## src/rtl/serial_add_ctrl.sv

```systemverilog
// Bit-serial adder controller: one shared full-add cell (two half adders + OR)
// processes one operand bit pair per clock, LSB first, behind a start/busy/done handshake.

module half_add (
  input  logic x,
  input  logic y,
  output logic s,
  output logic c
);
  assign s = x ^ y;
  assign c = x & y;
endmodule

module serial_add_ctrl #(
  parameter int unsigned WIDTH = 8
) (
  input  logic             clk,
  input  logic             rst,
  input  logic             start,
  input  logic [WIDTH-1:0] a,
  input  logic [WIDTH-1:0] b,
  input  logic             cin,
  output logic [WIDTH-1:0] sum,
  output logic             cout,
  output logic             busy,
  output logic             done
);
  localparam int unsigned CW = $clog2(WIDTH);

  typedef enum logic [1:0] {IDLE, RUN, DONE} state_t;

  state_t           state, state_nx;
  logic [WIDTH-1:0] a_sh, b_sh, part;
  logic             carry;
  logic [CW-1:0]    cnt;
  logic             ha0_s, ha0_c, ha1_c, s, carry_nx, last;

  half_add u_ha0 (.x(a_sh[0]), .y(b_sh[0]), .s(ha0_s), .c(ha0_c));
  half_add u_ha1 (.x(ha0_s),   .y(carry),   .s(s),     .c(ha1_c));

  assign carry_nx = ha0_c | ha1_c;
  assign last     = (cnt == CW'(WIDTH - 1));

  always_ff @(posedge clk or posedge rst) begin
    if (rst) state <= IDLE;
    else     state <= state_nx;
  end

  always_comb begin
    state_nx = state;
    case (state)
      IDLE:    if (start) state_nx = RUN;
      RUN:     if (last)  state_nx = DONE;
      DONE:    state_nx = IDLE;
      default: state_nx = IDLE;
    endcase
  end

  // busy/done are registered from the next state so every output comes straight from a flop
  always_ff @(posedge clk or posedge rst) begin
    if (rst) begin
      a_sh  <= '0;
      b_sh  <= '0;
      part  <= '0;
      carry <= 1'b0;
      cnt   <= '0;
      sum   <= '0;
      cout  <= 1'b0;
      busy  <= 1'b0;
      done  <= 1'b0;
    end else begin
      busy <= (state_nx == RUN);
      done <= (state_nx == DONE);
      case (state)
        IDLE: begin
          if (start) begin
            a_sh  <= a;
            b_sh  <= b;
            carry <= cin;
            cnt   <= '0;
          end
        end
        RUN: begin
          a_sh  <= a_sh >> 1;
          b_sh  <= b_sh >> 1;
          carry <= carry_nx;
          part  <= {s, part[WIDTH-1:1]};
          // counter parks on the last bit so it never wraps for power-of-two widths
          if (!last) cnt <= cnt + 1'b1;
          if (last) begin
            sum  <= {s, part[WIDTH-1:1]};
            cout <= carry_nx;
          end
        end
        default: ;
      endcase
    end
  end
endmodule

```

## config.mk

```make
export PLATFORM = sky130hd
export DESIGN_NAME = serial_add_ctrl
export DESIGN_NICKNAME = d
export VERILOG_FILES = /design/src/rtl/serial_add_ctrl.sv
export SDC_FILE = /design/constraint.sdc
export NUM_CORES = 1
export LEC_CHECK = 0
export BUFFER_PORTS_ARGS = -buffer_cell sky130_fd_sc_hd__buf_2
export CAP_MARGIN = 20
export CORE_ASPECT_RATIO = 1.25
export CORE_MARGIN = 5
export CORE_UTILIZATION = 52
export DETAILED_ROUTE_END_ITERATION = 8
export PLACE_DENSITY_LB_ADDON = 0.08
export SLEW_MARGIN = 20
export SYNTH_ARGS = -nofsm -noshare
export SYNTH_HDL_FRONTEND = slang
export SYNTH_SLANG_ARGS = --single-unit
```

## constraint.sdc

```tcl
create_clock -name clk -period 1.9 [get_ports clk]
set_clock_uncertainty 0.1 [all_clocks]
set_input_delay 0.38 -clock clk [delete_from_list [all_inputs] [get_ports clk]]
set_output_delay 0.38 -clock clk [all_outputs]
set_load 0.02 [all_outputs]
```

==> results.txt, run 1 <==
Once layout is done, the placed cells without fillers occupy 2200 um^2. The total power after layout is 3.61 mW. The number of antenna violations at the first check in global routing is 0.

After detailed placement, the total cell area comes to 2090 um^2. The number of input and output port buffers inserted came out at 30. Routability-driven placement finished with a final weighted congestion of 0.714. In this run the critical register-to-register path is launched from cnt[0]. Post-CTS repair changed the size of 0 cells. The first-pass GRT wire length is 6300 um. The post-synthesis sequential area ratio is 51.2%.

The starting density of the core came out at 52.5%. The area occupied by registers is 1000 um^2. Once layout is complete, the cells apart from fillers number 228. The horizontal extent of the die is 64.8 um. After detailed routing, the number of remaining DRC violations is 0. The synthesized netlist cell count is 157.

The clock input transition at the sequential cells of the worst setup and hold paths is 0.08 ns. CTS saw 40 sinks. The post-route fraction of the period consumed by the critical path came out at 93.5%. The largest net degree at the start of global routing came out at 41. The worst vdd rail ir drop came out at 0.587 mV.

The share of flip-flops with an asynchronous set or reset is 100%. The longest clock path from root to sink contains 2 buffers. The net count after synthesis is 180.

The fraction of final layout cells sized beyond drive strength 1 came out at 35.6%. The core box area is 3720 um^2. Yosys mapped a number of flops with a built-in enable equal to 0. Setup violations remaining at the end of the flow were counted as 0. The area taken by multi-input logic gates came out at 771 um^2. The count of yosys warnings during synthesis came out at 0. For flop-to-flop paths, the worst setup slack is 0.12 ns. The final worst-path setup slack came out at 0.123 ns. Compared with the post-synthesis result, the final layout area differs by 12.7%. The setup TNS is 0 ns. The final number of hold-violating endpoints is 0. The smallest clock period supported by the final layout is computed as 1.78 ns. The data required time of the critical path came out at 1.98 ns. The cell count of the worst reg-to-reg path is 4. The total routing usage reported by global routing came out at 16.1%. The number of fillers in the final layout came out at 318. The count of nets left with antenna violations after detail routing is 0. After synthesis the netlist holds a flip-flop and latch count of 40.

The min-delay analysis places its worst path in the category in -> async. Counting the buffers created by CTS gives 5. In this run the critical register-to-register path is captured at sum[6]. Once placement completed, the tool counted placed cells totaling 220. The met2 track demand over resource in global routing came out at 27.4%.

The power per unit of standard cell area came out at 1640 nW/um^2. STA classifies the critical path endpoint as a flip-flop. The global routing met1 resource utilization came out at 18.3%. The synthesized cell area came out at 1950 um^2. Before antenna repair, the detailed router went through 4 iterations. The number of pins exceeding their max-slew limit in the final report came out at 0.

In this run the biggest area consumer among cell types represents 51.2% of the synthesized area. The start-to-end type of the worst setup path is reg -> reg. The critical path starts at cnt[0]. The leftover overflow at the end of global routing came out at 0.

The signal arrival time at the worst endpoint is 1.86 ns. The synthesized area per cell is 12.4 um^2. Dividing the detail-routed via count by the number of cells gives 5.64. The met3 layer usage reported by global route came out at 4.58%. The highest fanout seen on the critical path came out at 11.

The relative max-transition margin is 66.1%. The flow ran to the end, and the final reports show no timing, DRC or antenna violations. The max-cap violation count is 0. By instance count, the leading cell after synthesis is sky130_fd_sc_hd__dfrtp_1. At the pin with the least slew margin, the transition time is 0.509 ns. The core utilization of the finished layout came out at 59.2%. The die span in y is 78.5 um. The worst setup path is launched from a flip-flop. The layer flagged by global routing as most heavily used is met2. TritonCTS built the clock tree. The average detailed-routed wire length per instance came out at 15.7 um.

The diode insertion count for antenna repair came out at 0. The initial DRC count came out at 34. The number of hold-repair buffers added at the cts stage came out at 0.

The placed wire-length estimate after detailed placement came out at 2450 um. The smallest hold slack came out at 0.0910 ns. Derived from the worst setup path, the maximum achievable clock frequency is 563 MHz. The number of global-route vias before repair is 1403.

The biggest area contributor in the post-synthesis netlist is sky130_fd_sc_hd__dfrtp_1. The cell row count is 25. The floorplan die area came out at 5090 um^2. The total wirelength of the detailed-routed design came out at 3580 um.

In the synthesized netlist the dominant register cell turns out to be sky130_fd_sc_hd__dfrtp_1. Once the clock tree was built, the setup fixing pass inserted 0 buffers. The cell sitting at the root of the clock tree is a sky130_fd_sc_hd__clkbuf_8. By count the netlist is led by sky130_fd_sc_hd__dfrtp_1 (40), sky130_fd_sc_hd__inv_1 (20), sky130_fd_sc_hd__nor4b_1 (16), sky130_fd_sc_hd__a211oi_1 (15), sky130_fd_sc_hd__nor3b_1 (15). The post-placement worst setup slack is 0.118 ns. The static leakage power is 1.05 nW. The number of H-tree levels came out at 2. The later pin in the worst-skew pair is clocked with a latency of 0.29 ns.

The count of distinct cell types in the synthesized netlist came out at 25. The via count of the routed design came out at 1286. After synthesis, the cell types taking the most area are sky130_fd_sc_hd__dfrtp_1 (51%), sky130_fd_sc_hd__nor4b_1 (7.2%), sky130_fd_sc_hd__mux2_4 (6.1%). Setup repair after global routing left no endpoint under its margin. The final layout net count came out at 210.

The number of I/O pins is 31.
## how the worst max path moves through the flow
| stage | end | depth (start not counted) |
|---|---|---|
| 2_1_floorplan | cout | 5 |
| 3_3_place_gp | sum[6] | 4 |
| 3_5_place_dp | sum[6] | 4 |
| 4_1_cts | sum[6] | 4 |
| 5_1_grt | sum[6] | 4 |
| 6_report | sum[6] | 4 |
## worst max-delay path, stage by stage, from the launching register on
cell	delay, ns
sky130_fd_sc_hd__dfrtp_1	0.41
sky130_fd_sc_hd__ha_1	0.21
sky130_fd_sc_hd__ha_1	0.25
sky130_fd_sc_hd__nand3b_2	0.32
sky130_fd_sc_hd__mux2_2	0.38
## metal layers
layer,wire (um),vias up
li1,-,620
met1,1480,625
met2,1870,34
met3,168,7
met4,62,0
met5,0,-
## sequential cells by signal, indices dropped and copies added (netlist names), 2 cells and up
signal and flops:
part 7, sum 8, state 2, cnt 3
b_sh 8, a_sh 8
## cell type report
class | count | share of cell area (%)
multi-input cells | 84 | 35.0
well taps | 40 | 2.27
clock inverters | 3 | 1.93
repair buffers | 36 | 8.86
clock buffers | 5 | 3.12
flip-flops and latches | 40 | 45.4
inverters | 20 | 3.41
## power breakdown
group          internal (mW)  leakage [nW]  switching [mW]  total [mW]
Combinational          0.723         0.525           0.696        1.42
Clock                  0.388        0.0541           0.298       0.686
Sequential              1.25         0.470           0.255        1.50
## cells by family after synthesis
logic type	Yosys count	share of synthesized area, %
flops	40	51.2
buf+inv	33	9.35
compound gates	24	9.80
mux	16	10.8
fa+ha+maj	3	2.30
simple gates	41	16.6
## layout by cell type (no fill, tap or decap), types with 4 or more instances in the layout
master                     count
sky130_fd_sc_hd__mux2_4        8
sky130_fd_sc_hd__clkbuf_8      5
sky130_fd_sc_hd__buf_2        30
sky130_fd_sc_hd__nand2b_1      4
sky130_fd_sc_hd__inv_1        20
sky130_fd_sc_hd__mux2_2        8
sky130_fd_sc_hd__dfrtp_1      40
sky130_fd_sc_hd__buf_4         6
sky130_fd_sc_hd__a211oi_1     15
sky130_fd_sc_hd__nor3b_1      15
sky130_fd_sc_hd__nor4b_1      16
Power figures use the tool's default switching activity.
==> inputs of run 2 (changes only) <==
PLACE_DENSITY = 0.86   (was not set)
PLACE_DENSITY_LB_ADDON = not set   (was 0.08)
==> run 2 against run 1 <==
Design area grew 0.17%. Wire length shrank 4.9%. First-iteration DRC count up 56%. Combinational power barely moved. Utilization rose by 0.10 points. Register-to-register slack got worse by 0.02 ns. Via count rose by 1.3%. Sequential share of layout area shrank 0.077 points. Critical path depth is the same. Global-route usage shrank 1.4 points. Critical endpoint unchanged. Largest cell class unchanged.
==> results.txt, run 2 (synthesis gave the netlist of run 1 again) <==
For this run, the total global-route usage over all layers was measured as 14.7%. The highest fanout seen on the critical path is 11. Detailed placement finished with a half-perimeter wire length of 2320 um.

The number of input and output port buffers inserted is 30. The total wirelength of the detailed-routed design is 3400 um. The cell row count came out at 25. The total clock sinks is 40. The signal arrival time at the worst endpoint is 1.88 ns. The starting density of the core is 52.5%.

Setup slack on the worst reg-to-reg path comes out at 0.10 ns. The time the worst path needs with I/O delays and setup came out at 1.80 ns. The smallest hold slack is 0.104 ns. On the worst path, the slowest cell contributes a delay of 0.41 ns.

In this run the worst hold path is classified as in -> async. Counting the buffers created by CTS gives 5. STA classifies the critical path startpoint as a flip-flop. The number of remaining DRC errors came out at 0. The clock tree synthesis step divided the H-tree into 2 levels. TritonCTS built the clock tree. Leaving out fill and tap cells, the most frequent cells in the layout are sky130_fd_sc_hd__dfrtp_1 (40), sky130_fd_sc_hd__buf_2 (30), sky130_fd_sc_hd__inv_1 (20), sky130_fd_sc_hd__nor4b_1 (16).

The cell occurring most often along the worst timing path is sky130_fd_sc_hd__ha_1. The max-cap violation count came out at 0. During I/O placement, the number of pins put on the boundary was 31. Walking the worst path, the cells encountered are ha_1 > ha_1 > nand3b_2 > mux2_2.

Once the clock tree was built, the resizer swapped 0 gates to a different size. The final worst-path setup slack came out at 0.102 ns. The area added between synthesis and finish came out at 12.9%.

The worst setup path is captured at a flip-flop. IR analysis of the VDD net gives a maximum drop of 0.741 mV. The floorplan die area came out at 5090 um^2. The maximum clock insertion buffer count is 2. Among all stages on the critical path, the largest delay is contributed by sky130_fd_sc_hd__dfrtp_1. The run finished with clean final reports. The net count of the finished layout is 213. Setup repair after global routing left no endpoint under its margin. The floorplan step set the die height to 78.5 um. The average detailed-routed wire length per instance is 14.7 um. The final standard cell count with taps included and fillers excluded came out at 231. For this run, the share of the core covered by cells in the final layout is 59.3%. The initial DRC count is 53. The routed layout has 1303 vias. The maximum frequency from static timing analysis came out at 556 MHz. Clock tree synthesis selected as its root buffer the cell sky130_fd_sc_hd__clkbuf_8. Summed over all layers, the global routing overflow is 0. In this run the power density over the cells is 1590 nW/um^2. The commonest non-fill, non-tap cell in the layout is sky130_fd_sc_hd__dfrtp_1. The static leakage power is 1.06 nW. Dividing the final minimum period by the clock period gives 94.6%. The largest registers in the layout are a_sh x8, b_sh x8, sum x8. The number of placed instances, taps included, is 223. The first-pass GRT wire length is 5870 um. The final cell area excluding filler cells came out at 2210 um^2. The clock input transition at the sequential cells of the worst setup and hold paths is 0.07 ns.

The relative max-transition margin came out at 67.0%. The buffer count from post-CTS setup fixing came out at 0. The final number of hold-violating endpoints came out at 0. Dividing the detail-routed via count by the number of cells gives 5.64. The post-placement worst setup slack is 0.114 ns. Data on the critical path is required at its endpoint by 1.98 ns. The global placer's final weighted congestion is 0.797. In this run the cell area measured after placement is 2110 um^2. 0 antenna diodes ended up in the layout.

The total power after layout is 3.51 mW. The start-to-end type of the worst setup path is reg -> reg. The number of global-route vias before repair came out at 1233. In the final timing run, aggregate negative setup slack is 0 ns.

The clock latency on the worst-skew pair is 0.29 ns. The number of antenna violations at the first check in global routing is 0. The number of pins exceeding their max-slew limit in the final report is 0. Buffers inserted to repair hold after CTS numbered 0. The floorplan step defined a core boundary enclosing 3720 um^2. The largest net degree at the start of global routing came out at 41. Setup violations remaining at the end of the flow were counted as 0. The detailed-router iteration count before antenna repair is 4. The horizontal extent of the die is 64.8 um. The post-route netlist has 36.6% of its cells at a drive strength greater than 1. The actual transition at the worst max-transition pin came out at 0.496 ns. The count of nets left with antenna violations after detail routing came out at 0.
## run 2: cell count changes in the layout (fill, tap and decap cells not counted)
cell,previous run,this run
sky130_fd_sc_hd__bufinv_16,1,0
sky130_fd_sc_hd__buf_4,6,9
sky130_fd_sc_hd__clkinv_2,1,2
sky130_fd_sc_hd__clkinvlp_4,1,0
sky130_fd_sc_hd__clkbuf_8,5,6
## run 2: cell type report
| class | instances | area (um^2) |
|---|---|---|
| sequential | 40 | 1000 |
| clock inverter | 2 | 10.0 |
| inverter | 20 | 75.1 |
| timing repair buffer | 39 | 218 |
| tap | 40 | 50.0 |
| clock buffer | 6 | 82.6 |
| fill | 305 | 1520 |
| multi-input combinational | 84 | 771 |
## run 2: worst paths after layout
path | startpoint | end | cells past startpoint
setup / recovery | cnt[0] | sum[6] | 4
hold / removal | rst | sum[5] | 3
setup reg to reg | cnt[0] | sum[6] | 4
hold reg to reg | sum[3] | sum[3] | 1
max in group asynchronous | rst | sum[1] | 3
min in group clk | a[7] | a_sh[7] | 2
## run 2: metal layers
metal | track usage [%] | wire length (um)
met1 | 19.5 | 1530
met2 | 22.9 | 1630
met3 | 4.29 | 192
met4 | 5.07 | 42
met5 | 0 | 0
## run 2: critical path: cells and delay by family (launching register included)
kind | cells | cell delay [ns]
fa+ha+maj | 2 | 0.46
flops | 1 | 0.41
mux | 1 | 0.38
simple gates | 1 | 0.34
## run 2: power by group
part	internal (mW)	leakage (nW)	switching, mW
clock network	0.290	0.0510	0.285
registers	1.25	0.470	0.234
logic	0.745	0.539	0.707
total	2.28	1.06	1.23
